==> src/rtl/mips_ctrl_pkg.sv <==
// -----------------------------------------------------------------------------
// mips_ctrl_pkg
// Shared definitions for the multi-cycle MIPS control path: FSM state
// encoding, opcode/funct constants, datapath mux/ALU-op encodings, the
// packed control vector, and the DECODE-state dispatch function.
// The ALU-control and datapath mux blocks import these same encodings.
// -----------------------------------------------------------------------------
package mips_ctrl_pkg;

  // FSM states; IDLE must be 0 and HALT must be 15.
  typedef enum logic [3:0] {
    ST_IDLE     = 4'd0,
    ST_FETCH    = 4'd1,
    ST_DECODE   = 4'd2,
    ST_MEM_ADDR = 4'd3,
    ST_MEM_RD   = 4'd4,
    ST_MEM_WB   = 4'd5,
    ST_MEM_WR   = 4'd6,
    ST_R_EXEC   = 4'd7,
    ST_R_WB     = 4'd8,
    ST_I_EXEC   = 4'd9,
    ST_I_WB     = 4'd10,
    ST_BRANCH   = 4'd11,
    ST_JUMP     = 4'd12,
    ST_JAL      = 4'd13,
    ST_JR       = 4'd14,
    ST_HALT     = 4'd15
  } state_e;

  // Opcodes (IR[31:26])
  localparam logic [5:0] OP_RTYPE = 6'b000000;
  localparam logic [5:0] OP_J     = 6'b000010;
  localparam logic [5:0] OP_JAL   = 6'b000011;
  localparam logic [5:0] OP_BEQ   = 6'b000100;
  localparam logic [5:0] OP_BNE   = 6'b000101;
  localparam logic [5:0] OP_ADDI  = 6'b001000;
  localparam logic [5:0] OP_ORI   = 6'b001101;
  localparam logic [5:0] OP_LUI   = 6'b001111;
  localparam logic [5:0] OP_LW    = 6'b100011;
  localparam logic [5:0] OP_SW    = 6'b101011;

  // Funct codes (IR[5:0]) that the controller itself cares about
  localparam logic [5:0] FUNCT_JR = 6'b001000;

  // ALU operation select
  localparam logic [2:0] ALU_ADD   = 3'b000;
  localparam logic [2:0] ALU_SUB   = 3'b001;
  localparam logic [2:0] ALU_FUNCT = 3'b010;
  localparam logic [2:0] ALU_LUI   = 3'b011;
  localparam logic [2:0] ALU_OR    = 3'b100;

  // ALU B operand select
  localparam logic [1:0] SRCB_B    = 2'd0;
  localparam logic [1:0] SRCB_ONE  = 2'd1;
  localparam logic [1:0] SRCB_SEXT = 2'd2;
  localparam logic [1:0] SRCB_ZEXT = 2'd3;

  // PC source select
  localparam logic [1:0] PCSRC_ALU    = 2'd0;
  localparam logic [1:0] PCSRC_ALUOUT = 2'd1;
  localparam logic [1:0] PCSRC_JUMP   = 2'd2;
  localparam logic [1:0] PCSRC_REG    = 2'd3;

  // Register-file write address select
  localparam logic [1:0] REGDST_RT = 2'd0;
  localparam logic [1:0] REGDST_RD = 2'd1;
  localparam logic [1:0] REGDST_RA = 2'd2;

  // Register-file write data select
  localparam logic [1:0] M2R_ALUOUT = 2'd0;
  localparam logic [1:0] M2R_MDR    = 2'd1;
  localparam logic [1:0] M2R_PC     = 2'd2;

  // Full control vector produced each cycle by the output decoder.
  typedef struct packed {
    logic       pc_write;
    logic       ir_write;
    logic       i_or_d;
    logic       mem_read;
    logic       mem_write;
    logic       reg_write;
    logic [1:0] reg_dst;
    logic [1:0] mem_to_reg;
    logic       alu_src_a;
    logic [1:0] alu_src_b;
    logic [2:0] alu_op;
    logic [1:0] pc_source;
    logic       instr_done;
  } ctrl_t;

  // State reached from DECODE for a given opcode/funct. Anything not
  // recognised lands in HALT.
  function automatic state_e decode_next(input logic [5:0] opcode,
                                         input logic [5:0] funct);
    state_e nxt;
    case (opcode)
      OP_RTYPE:                nxt = (funct == FUNCT_JR) ? ST_JR : ST_R_EXEC;
      OP_LW, OP_SW:            nxt = ST_MEM_ADDR;
      OP_ADDI, OP_ORI, OP_LUI: nxt = ST_I_EXEC;
      OP_BEQ, OP_BNE:          nxt = ST_BRANCH;
      OP_J:                    nxt = ST_JUMP;
      OP_JAL:                  nxt = ST_JAL;
      default:                 nxt = ST_HALT;
    endcase
    return nxt;
  endfunction

endpackage

==> src/rtl/mc_output_decode.sv <==
// -----------------------------------------------------------------------------
// mc_output_decode
// Purely combinational control-vector decode for the multi-cycle MIPS
// controller. Everything is a function of the current state; opcode picks
// the per-instruction variants, zero qualifies branch PC writes and
// mem_ready qualifies the FETCH writes and the MEM_WR completion.
//
// Ports:
//   state_i     current FSM state
//   opcode_i    IR[31:26]
//   zero_i      ALU zero flag
//   mem_ready_i memory completed the current access this cycle
//   ctrl_o      full datapath control vector, including instr_done
// -----------------------------------------------------------------------------
module mc_output_decode
  import mips_ctrl_pkg::*;
(
  input  state_e     state_i,
  input  logic [5:0] opcode_i,
  input  logic       zero_i,
  input  logic       mem_ready_i,
  output ctrl_t      ctrl_o
);

  always_comb begin
    ctrl_o = '0;
    case (state_i)
      ST_FETCH: begin
        ctrl_o.mem_read  = 1'b1;
        ctrl_o.i_or_d    = 1'b0;
        ctrl_o.alu_src_a = 1'b0;
        ctrl_o.alu_src_b = SRCB_ONE;
        ctrl_o.alu_op    = ALU_ADD;
        ctrl_o.pc_source = PCSRC_ALU;
        // IR and PC+1 are captured only once the read data is valid.
        ctrl_o.ir_write  = mem_ready_i;
        ctrl_o.pc_write  = mem_ready_i;
      end

      ST_DECODE: begin
        // Speculative branch target into ALUOut.
        ctrl_o.alu_src_a = 1'b0;
        ctrl_o.alu_src_b = SRCB_SEXT;
        ctrl_o.alu_op    = ALU_ADD;
      end

      ST_MEM_ADDR: begin
        ctrl_o.alu_src_a = 1'b1;
        ctrl_o.alu_src_b = SRCB_SEXT;
        ctrl_o.alu_op    = ALU_ADD;
      end

      ST_MEM_RD: begin
        ctrl_o.mem_read = 1'b1;
        ctrl_o.i_or_d   = 1'b1;
      end

      ST_MEM_WB: begin
        ctrl_o.reg_write  = 1'b1;
        ctrl_o.reg_dst    = REGDST_RT;
        ctrl_o.mem_to_reg = M2R_MDR;
        ctrl_o.instr_done = 1'b1;
      end

      ST_MEM_WR: begin
        ctrl_o.mem_write  = 1'b1;
        ctrl_o.i_or_d     = 1'b1;
        ctrl_o.instr_done = mem_ready_i;
      end

      ST_R_EXEC: begin
        ctrl_o.alu_src_a = 1'b1;
        ctrl_o.alu_src_b = SRCB_B;
        ctrl_o.alu_op    = ALU_FUNCT;
      end

      ST_R_WB: begin
        ctrl_o.reg_write  = 1'b1;
        ctrl_o.reg_dst    = REGDST_RD;
        ctrl_o.mem_to_reg = M2R_ALUOUT;
        ctrl_o.instr_done = 1'b1;
      end

      ST_I_EXEC: begin
        ctrl_o.alu_src_a = 1'b1;
        case (opcode_i)
          OP_ORI: begin
            ctrl_o.alu_src_b = SRCB_ZEXT;
            ctrl_o.alu_op    = ALU_OR;
          end
          OP_LUI: begin
            ctrl_o.alu_src_b = SRCB_ZEXT;
            ctrl_o.alu_op    = ALU_LUI;
          end
          default: begin
            ctrl_o.alu_src_b = SRCB_SEXT;
            ctrl_o.alu_op    = ALU_ADD;
          end
        endcase
      end

      ST_I_WB: begin
        ctrl_o.reg_write  = 1'b1;
        ctrl_o.reg_dst    = REGDST_RT;
        ctrl_o.mem_to_reg = M2R_ALUOUT;
        ctrl_o.instr_done = 1'b1;
      end

      ST_BRANCH: begin
        ctrl_o.alu_src_a  = 1'b1;
        ctrl_o.alu_src_b  = SRCB_B;
        ctrl_o.alu_op     = ALU_SUB;
        ctrl_o.pc_source  = PCSRC_ALUOUT;
        // bne takes the branch on a non-zero difference, beq on zero.
        ctrl_o.pc_write   = (opcode_i == OP_BNE) ? ~zero_i : zero_i;
        ctrl_o.instr_done = 1'b1;
      end

      ST_JUMP: begin
        ctrl_o.pc_write   = 1'b1;
        ctrl_o.pc_source  = PCSRC_JUMP;
        ctrl_o.instr_done = 1'b1;
      end

      ST_JAL: begin
        // PC already holds PC+1, which is the return address for r31.
        ctrl_o.reg_write  = 1'b1;
        ctrl_o.reg_dst    = REGDST_RA;
        ctrl_o.mem_to_reg = M2R_PC;
        ctrl_o.pc_write   = 1'b1;
        ctrl_o.pc_source  = PCSRC_JUMP;
        ctrl_o.instr_done = 1'b1;
      end

      ST_JR: begin
        ctrl_o.pc_write   = 1'b1;
        ctrl_o.pc_source  = PCSRC_REG;
        ctrl_o.instr_done = 1'b1;
      end

      default: begin
        // IDLE and HALT drive no enables.
        ctrl_o = '0;
      end
    endcase
  end

endmodule

==> src/rtl/multicycle_ctrl.sv <==
// -----------------------------------------------------------------------------
// multicycle_ctrl
// Main control FSM for the multi-cycle MIPS datapath. Holds the state
// register, next-state logic, the sticky illegal-opcode flag and the
// retired-instruction counter; the control vector comes from
// mc_output_decode.
//
// Ports:
//   clk, reset_n       clock (rising edge), async active-low reset
//   run                allows leaving IDLE / starting the next instruction
//   opcode, funct      IR[31:26], IR[5:0]
//   zero               ALU zero flag
//   mem_ready          memory completed current access this cycle
//   pc_write..pc_source datapath enables and mux selects
//   instr_done         pulse in the last cycle of each instruction
//   illegal            sticky, set on entry to HALT
//   retired            completed-instruction count (wraps silently)
// -----------------------------------------------------------------------------
module multicycle_ctrl
  import mips_ctrl_pkg::*;
#(
  parameter int CNT_W = 32
) (
  input  logic             clk,
  input  logic             reset_n,
  input  logic             run,
  input  logic [5:0]       opcode,
  input  logic [5:0]       funct,
  input  logic             zero,
  input  logic             mem_ready,
  output logic             pc_write,
  output logic             ir_write,
  output logic             i_or_d,
  output logic             mem_read,
  output logic             mem_write,
  output logic             reg_write,
  output logic [1:0]       reg_dst,
  output logic [1:0]       mem_to_reg,
  output logic             alu_src_a,
  output logic [1:0]       alu_src_b,
  output logic [2:0]       alu_op,
  output logic [1:0]       pc_source,
  output logic             instr_done,
  output logic             illegal,
  output logic [CNT_W-1:0] retired
);

  state_e           state_q, state_d;
  logic             illegal_q;
  logic [CNT_W-1:0] retired_q;
  ctrl_t            ctrl;

  mc_output_decode u_decode (
    .state_i     (state_q),
    .opcode_i    (opcode),
    .zero_i      (zero),
    .mem_ready_i (mem_ready),
    .ctrl_o      (ctrl)
  );

  always_comb begin
    state_d = state_q;
    case (state_q)
      ST_IDLE:     if (run) state_d = ST_FETCH;
      ST_FETCH:    if (mem_ready) state_d = ST_DECODE;
      ST_DECODE:   state_d = decode_next(opcode, funct);
      ST_MEM_ADDR: state_d = (opcode == OP_LW) ? ST_MEM_RD : ST_MEM_WR;
      ST_MEM_RD:   if (mem_ready) state_d = ST_MEM_WB;
      ST_R_EXEC:   state_d = ST_R_WB;
      ST_I_EXEC:   state_d = ST_I_WB;
      ST_HALT:     state_d = ST_HALT;
      default: begin
        // Completion states; MEM_WR only completes when memory is ready,
        // which the decoder already folds into instr_done.
        if (ctrl.instr_done) state_d = run ? ST_FETCH : ST_IDLE;
      end
    endcase
  end

  always_ff @(posedge clk or negedge reset_n) begin
    if (!reset_n) begin
      state_q   <= ST_IDLE;
      illegal_q <= 1'b0;
      retired_q <= '0;
    end else begin
      state_q <= state_d;
      if (state_d == ST_HALT) illegal_q <= 1'b1;
      if (ctrl.instr_done) retired_q <= retired_q + CNT_W'(1);
    end
  end

  assign pc_write   = ctrl.pc_write;
  assign ir_write   = ctrl.ir_write;
  assign i_or_d     = ctrl.i_or_d;
  assign mem_read   = ctrl.mem_read;
  assign mem_write  = ctrl.mem_write;
  assign reg_write  = ctrl.reg_write;
  assign reg_dst    = ctrl.reg_dst;
  assign mem_to_reg = ctrl.mem_to_reg;
  assign alu_src_a  = ctrl.alu_src_a;
  assign alu_src_b  = ctrl.alu_src_b;
  assign alu_op     = ctrl.alu_op;
  assign pc_source  = ctrl.pc_source;
  assign instr_done = ctrl.instr_done;
  assign illegal    = illegal_q;
  assign retired    = retired_q;

endmodule

==> config.mk <==
export PLATFORM = sky130hd
export DESIGN_NAME = multicycle_ctrl
export DESIGN_NICKNAME = d
export VERILOG_FILES = /design/src/rtl/mips_ctrl_pkg.sv /design/src/rtl/mc_output_decode.sv /design/src/rtl/multicycle_ctrl.sv
export SDC_FILE = /design/constraint.sdc
export NUM_CORES = 1
export LEC_CHECK = 0
export CAP_MARGIN = 15
export CORE_UTILIZATION = 50
export DETAILED_ROUTE_END_ITERATION = 8
export HOLD_SLACK_MARGIN = 0.02
export MAX_ROUTING_LAYER = met4
export PLACE_DENSITY = 0.8
export SLEW_MARGIN = 20
export SYNTH_ARGS = -nofsm -noshare
export SYNTH_HDL_FRONTEND = slang
export SYNTH_SLANG_ARGS = --single-unit
==> constraint.sdc <==
create_clock -name clk -period 4.33 [get_ports clk]
set_input_delay 0.866 -clock clk [delete_from_list [all_inputs] [get_ports clk]]
set_output_delay 0.866 -clock clk [all_outputs]
set_load 0.01 [all_outputs]
### After elaboration in Yosys (flattened, before gate mapping)

Index checks and enable logic that the tools add are counted.

* word-level logic and storage cells: 61
* flip-flop bits (word level): 37

* bitwise logic cells: 1
* reductions and logical operators: 10
* add/subtract/negate cells: 1
* equality and inequality tests: 26
* muxes and demuxes: 20

Operator list (number)
* 4-bit == test (second input constant): 9
* 6-bit case mux with 6 select lines: 1
* 32-bit by 1-bit adder with 32-bit output (second input constant): 1
* 4-bit case mux with 8 select lines: 1
* 6-bit by 4-bit == test with 1-bit output (second input constant): 4
* 4-bit case mux with 6 select lines: 1
* 4-bit two-way mux: 5
* 5-bit case mux with 4 select lines: 1
* 4-bit by 3-bit == test with 1-bit output (second input constant): 4
* 6-bit by 2-bit == test with 1-bit output (second input constant): 2
* 6-bit by 3-bit == test with 1-bit output (second input constant): 2
* 6-bit == test (second input constant): 2
* 2-bit OR reduction: 5
* 4-bit by 2-bit == test with 1-bit output (second input constant): 2
* 4-bit case mux with 2 select lines: 1
* 7-bit OR reduction: 1
* 6-bit zero test: 1
* 1-bit two-way mux: 6
* 2-bit case mux with 3 select lines: 1
* 3-bit OR reduction: 2
* 4-bit by 1-bit == test with 1-bit output (second input constant): 1
* 4-bit zero test: 1
* 1-bit case mux with 3 select lines: 1
* 2-bit two-way mux: 1
* 2 further kinds: 2

### Longest topological paths before layout

* word-level depth: 6
* depth in mapped cells: 8
* mapped depth without buffers: 6

### By module

From an unflattened synthesis, not the netlist that was laid out.

* cell total of the unflattened synthesis: 232
* area total of the unflattened synthesis: 2177.1 sq um

Modules (own cells, without submodules)
* multicycle_ctrl: seq. area each 925.9 sq um, instances 1, area each 1886.8 sq um, cells each 186
* mc_output_decode: seq. area each 0.0 sq um, instances 1, area each 290.3 sq um, cells each 46

### Least setup slack after synthesis

No wires, ideal clock.

* path kind: input to output
* from: in opcode[0]
* to: out pc_write
* stages: 7
* path buffers: 1
* slack: 1.456 ns
* data arrival time: 2.008 ns
* path through: clkbuf_1 > nor4bb_1 > nand2_1 > xor2_1 > nor3_1 > o21ai_0 > o21ai_0

* longest elaborated chain between the ends: 3

RTL lines
* start, declared: line multicycle_ctrl.sv:27 `input logic [5:0] opcode,`
* 6-bit by 3-bit == test with 1-bit output: line mc_output_decode.sv:115 `ctrl_o.pc_write = (opcode_i == OP_BNE) ? ~zero_i : zero_i;`
* 1-bit two-way mux: line mc_output_decode.sv:115
* 1-bit case mux with 3 select lines: line mc_output_decode.sv:27 `case (state_i)`
* end, declared: line multicycle_ctrl.sv:31 `output logic pc_write,`

Every way passes these cells.

### Final worst setup path

Same ends and word-level chain as after synthesis.

==> flow_summary_export.csv <==
group,metric,value,unit
cts,cts-buffers-inserted,5,
cts,cts_setup_buffers,0,
power_and_ir_drop,leakage,1.35,nW
cts,cts_hold_buffers,0,
global_routing,grt_max_degree,38,
die,die_w,69.6,um
synth,synth_top_area_share,40.5,%
worst_setup_path,timing.rr.start,"state_q[2]$_DFF_PN0_",
synth,synth-edff-count,0,
sta,slew_viol_final,0,
global_routing,grt_pass1_vias,1767,
die,rows,24,
synth,syn_inst,247,
hold_path,min_path_type,"flip-flop to flip-flop",
cts,cts.sinks,37,
power_and_ir_drop,p_switching,0.478,mW
worst_setup_path,crit_path_start_kind,"input port",
worst_setup_path,worstRegToRegCells,6,
worst_setup_path,crit_path_end_kind,"output pin",
power_and_ir_drop,ir_drop,0.000408,V
power_and_ir_drop,p_sw_share,35.4,%
worst_setup_path,slowest_delay,620,ps
sta,setup_tns,0,ps
run,drv_cap,0,
cts,clkTransAtPathRegs,60,ps
worst_setup_path,crit_chain,"clkdlybuf4s50_1, nor4bb_1, nand2_1, xor2_1, nor3_1, o21ai_0, o21ai_0, clkdlybuf4s50_1",
synth,yosysMostFrequentCell,"dfrtp_1",
detailed_routing,drt_iter0_markers,200,
detailed_routing,final_antenna_net_count,0,
synth,synth_compound_area_share,12.5,%
synth,syn_nets,265,
detailed_routing,routed_wl,4.92,mm
global_routing,groute.usage.overall,22.0,%
sta,period_needed,4000,ps
global_routing,gr-total-overflow,0,
detailed_routing,drc,0,
power_and_ir_drop,power-per-cell-area,442,mW/mm^2
synth,yosysTopAreaCell,"dfrtp_1",
synth,yosys.area_share.simple,27.1,%
worst_setup_path,cp_max_fo,9,
detailed_routing,firstDrtPassIters,4,
synth,ys_types,59,
global_routing,grt_pass1_wl,8.29,mm
final_layout,syn2layout_area_growth,33.7,%
synth,synthArstFlopShare,100,%
final_layout,drive_gt1_share,10.1,%
synth,synth_flop_cell,"dfrtp_1",
sta,slew_headroom,41.8,%
final_layout,diodes,0,
worst_setup_path,r2r_slack,2120,ps
detailed_routing,drt-wirelength-per-cell,13.7,um
sta,min_period_over_period,92.4,%
sta,max_clock_freq,250,MHz
final_layout,nFillCells,353,
worst_setup_path,r2r_end,"retired[26]$_DFFE_PN0P_",
final_layout,multi_input_area,0.00124,mm^2
die,io_pins,69,
power_and_ir_drop,clkPwrFrac,22.4,%
worst_setup_path,required,3460,ps
worst_setup_path,crit_end,"pc_write",
cts,clock_latency,290,ps
die,dieArea,0.00485,mm^2
sta,skew,4.82,ps
synth,yosys_warnings,0,
synth,synthTopCellsByArea,"dfrtp_1, xor2_1, nor2_1, xnor2_1, nand2_1",
sta,whs,471,ps
cts,cts_max_path_buffers,2,
die,core_area,0.00438,mm^2
worst_setup_path,startpoint,"opcode[0]",
cts,cts_root_buf,"clkbuf_8",
synth,ys_ff_latch,37,
status,status,"complete, no violations",
placement,port_buffers,68,
cts,cts_tree,"done",
worst_setup_path,path_class,"input port to output pin",
die,initial_core_util,52.1,%
synth,synth.area.mux_share,0.930,%
hold_path,min_from,"illegal$_DFFE_PN0N_",
sta,hold_viol,0,
detailed_routing,vias_per_cell,5.42,
synth,synth_area_per_cell,9.25,um^2
sta,worstMarginPinSlew,873,ps
synth,synthAdderAreaFrac,0.547,%
power_and_ir_drop,p_int,0.872,mW
synth,synth_top_family_by_area,"simple AND/OR/NAND/NOR gates",
final_layout,final_nets,325,
cts,h-tree-depth,2,
synth,syn_area,0.00229,mm^2
sta,finalSetupViolCount,0,
placement,place_hpwl,3.57,mm
synth,synth_xor_area_share,13.2,%
power_and_ir_drop,seqPwrFrac,37.4,%
cts,ctsResizeCount,0,
global_routing,antenna_found_initial,0,
synth,synth_common_cells,"dfrtp_1, nor2_1, nand2_1",
worst_setup_path,slowest_stage,"clkdlybuf4s50_1",
sta,rsz0062_at_grt,"false",
die,die_y,69.6,um
final_layout,regArea,926,um^2
synth,ys_seq_area_share,40.5,%
worst_setup_path,crit_arrival,3130,ps
placement,finalWeightedCongestion,0.797,
power_and_ir_drop,power_frac_comb,40.3,%
detailed_routing,vias,1952,
==> flip-flops by register name, summed over array words and instances, names as in the netlist <==
signal	cells
retired	32
state_q	4
illegal	1
==> worst min-delay path by stage <==
stage | end | slack (ps) | cells after the start
floorplan | illegal$_DFFE_PN0N_ | 500 | 1
global placement | illegal$_DFFE_PN0N_ | 460 | 1
detailed placement | illegal$_DFFE_PN0N_ | 460 | 1
CTS | illegal$_DFFE_PN0N_ | 480 | 1
global route | illegal$_DFFE_PN0N_ | 510 | 1
finish | illegal$_DFFE_PN0N_ | 470 | 1
==> layout by cell type, fill, tap and decap left out, types with 4 or more instances in the layout <==
master	synthesis	routed
clkdlybuf4s50_1	0	67
a21oi_1	6	6
and3_1	6	6
nand2_1	21	21
xnor2_1	11	11
a31oi_1	4	4
o21ai_0	11	11
dfrtp_1	37	37
nand2b_4	4	4
nor2_1	29	29
nand2b_1	4	4
nand3_1	13	13
xor2_1	18	18
nor3_1	8	8
inv_1	8	8
clkbuf_8	1	6
==> cell families (layout without fill, tap and decap cells) <==
logic type / count (synthesis) / in the layout
and+or+nand+nor: 113 / 113
AOI/OAI and AO/OA: 39 / 39
muxes: 2 / 2
xor gates and xnor gates: 32 / 32
adders and majority gates: 1 / 1
DFF: 37 / 37
buffers and inverters: 23 / 84
==> worst max-delay path, delay by kind of cell <==
kind,cells,cell delay [ps]
and+or+nand+nor,3,700
buffers and inverters,2,1180
xor gates and xnor gates,1,160
AOI/OAI and AO/OA,2,210
==> metal layers <==
layer / up-vias / wire length, um / share of wire [%] / GRT usage, %
met5: - / 0 / 0 / -
met4: 0 / 29 / 0.59 / 7.33
met3: 2 / 349 / 7.1 / 5.96
met2: 66 / 2270 / 46 / 33.1
met1: 913 / 2270 / 46 / 29.0
li1: 971 / - / - / -
==> per-stage QoR <==
stage / util [%] / total power, mW / cell area, um^2 / worst slack (ps) / std cells
after global placement: 67.1 / 1.05 / 2940 / 473 / 352
after global routing: 69.7 / 1.44 / 3060 / 162 / 360
after CTS: 69.7 / 1.36 / 3060 / 352 / 360
after detailed placement: 67.1 / 1.06 / 2940 / 363 / 352
after floorplan: - / 0.833 / 2290 / 1460 / 247
final: 69.7 / 1.35 / 3060 / 331 / 360
==> power by group through the flow <==
stage,combinational [mW],clock [mW],sequential [mW]
final,0.544,0.302,0.505
after global routing,0.601,0.323,0.520
after CTS,0.549,0.311,0.503
after detailed placement,0.548,0,0.508
after global placement,0.541,0,0.507
after floorplan,0.383,0,0.450
==> final cells by class <==
type,instances,share of cell area [%]
Clock inverter,1,0.982
Inverter,8,0.982
Sequential cell,37,30.3
Clock buffer,7,2.82
Tap cell,52,2.13
Multi-Input combinational cell,187,40.7
Timing Repair Buffer,68,22.1
Note: power is estimated with default switching activity, not from simulation.
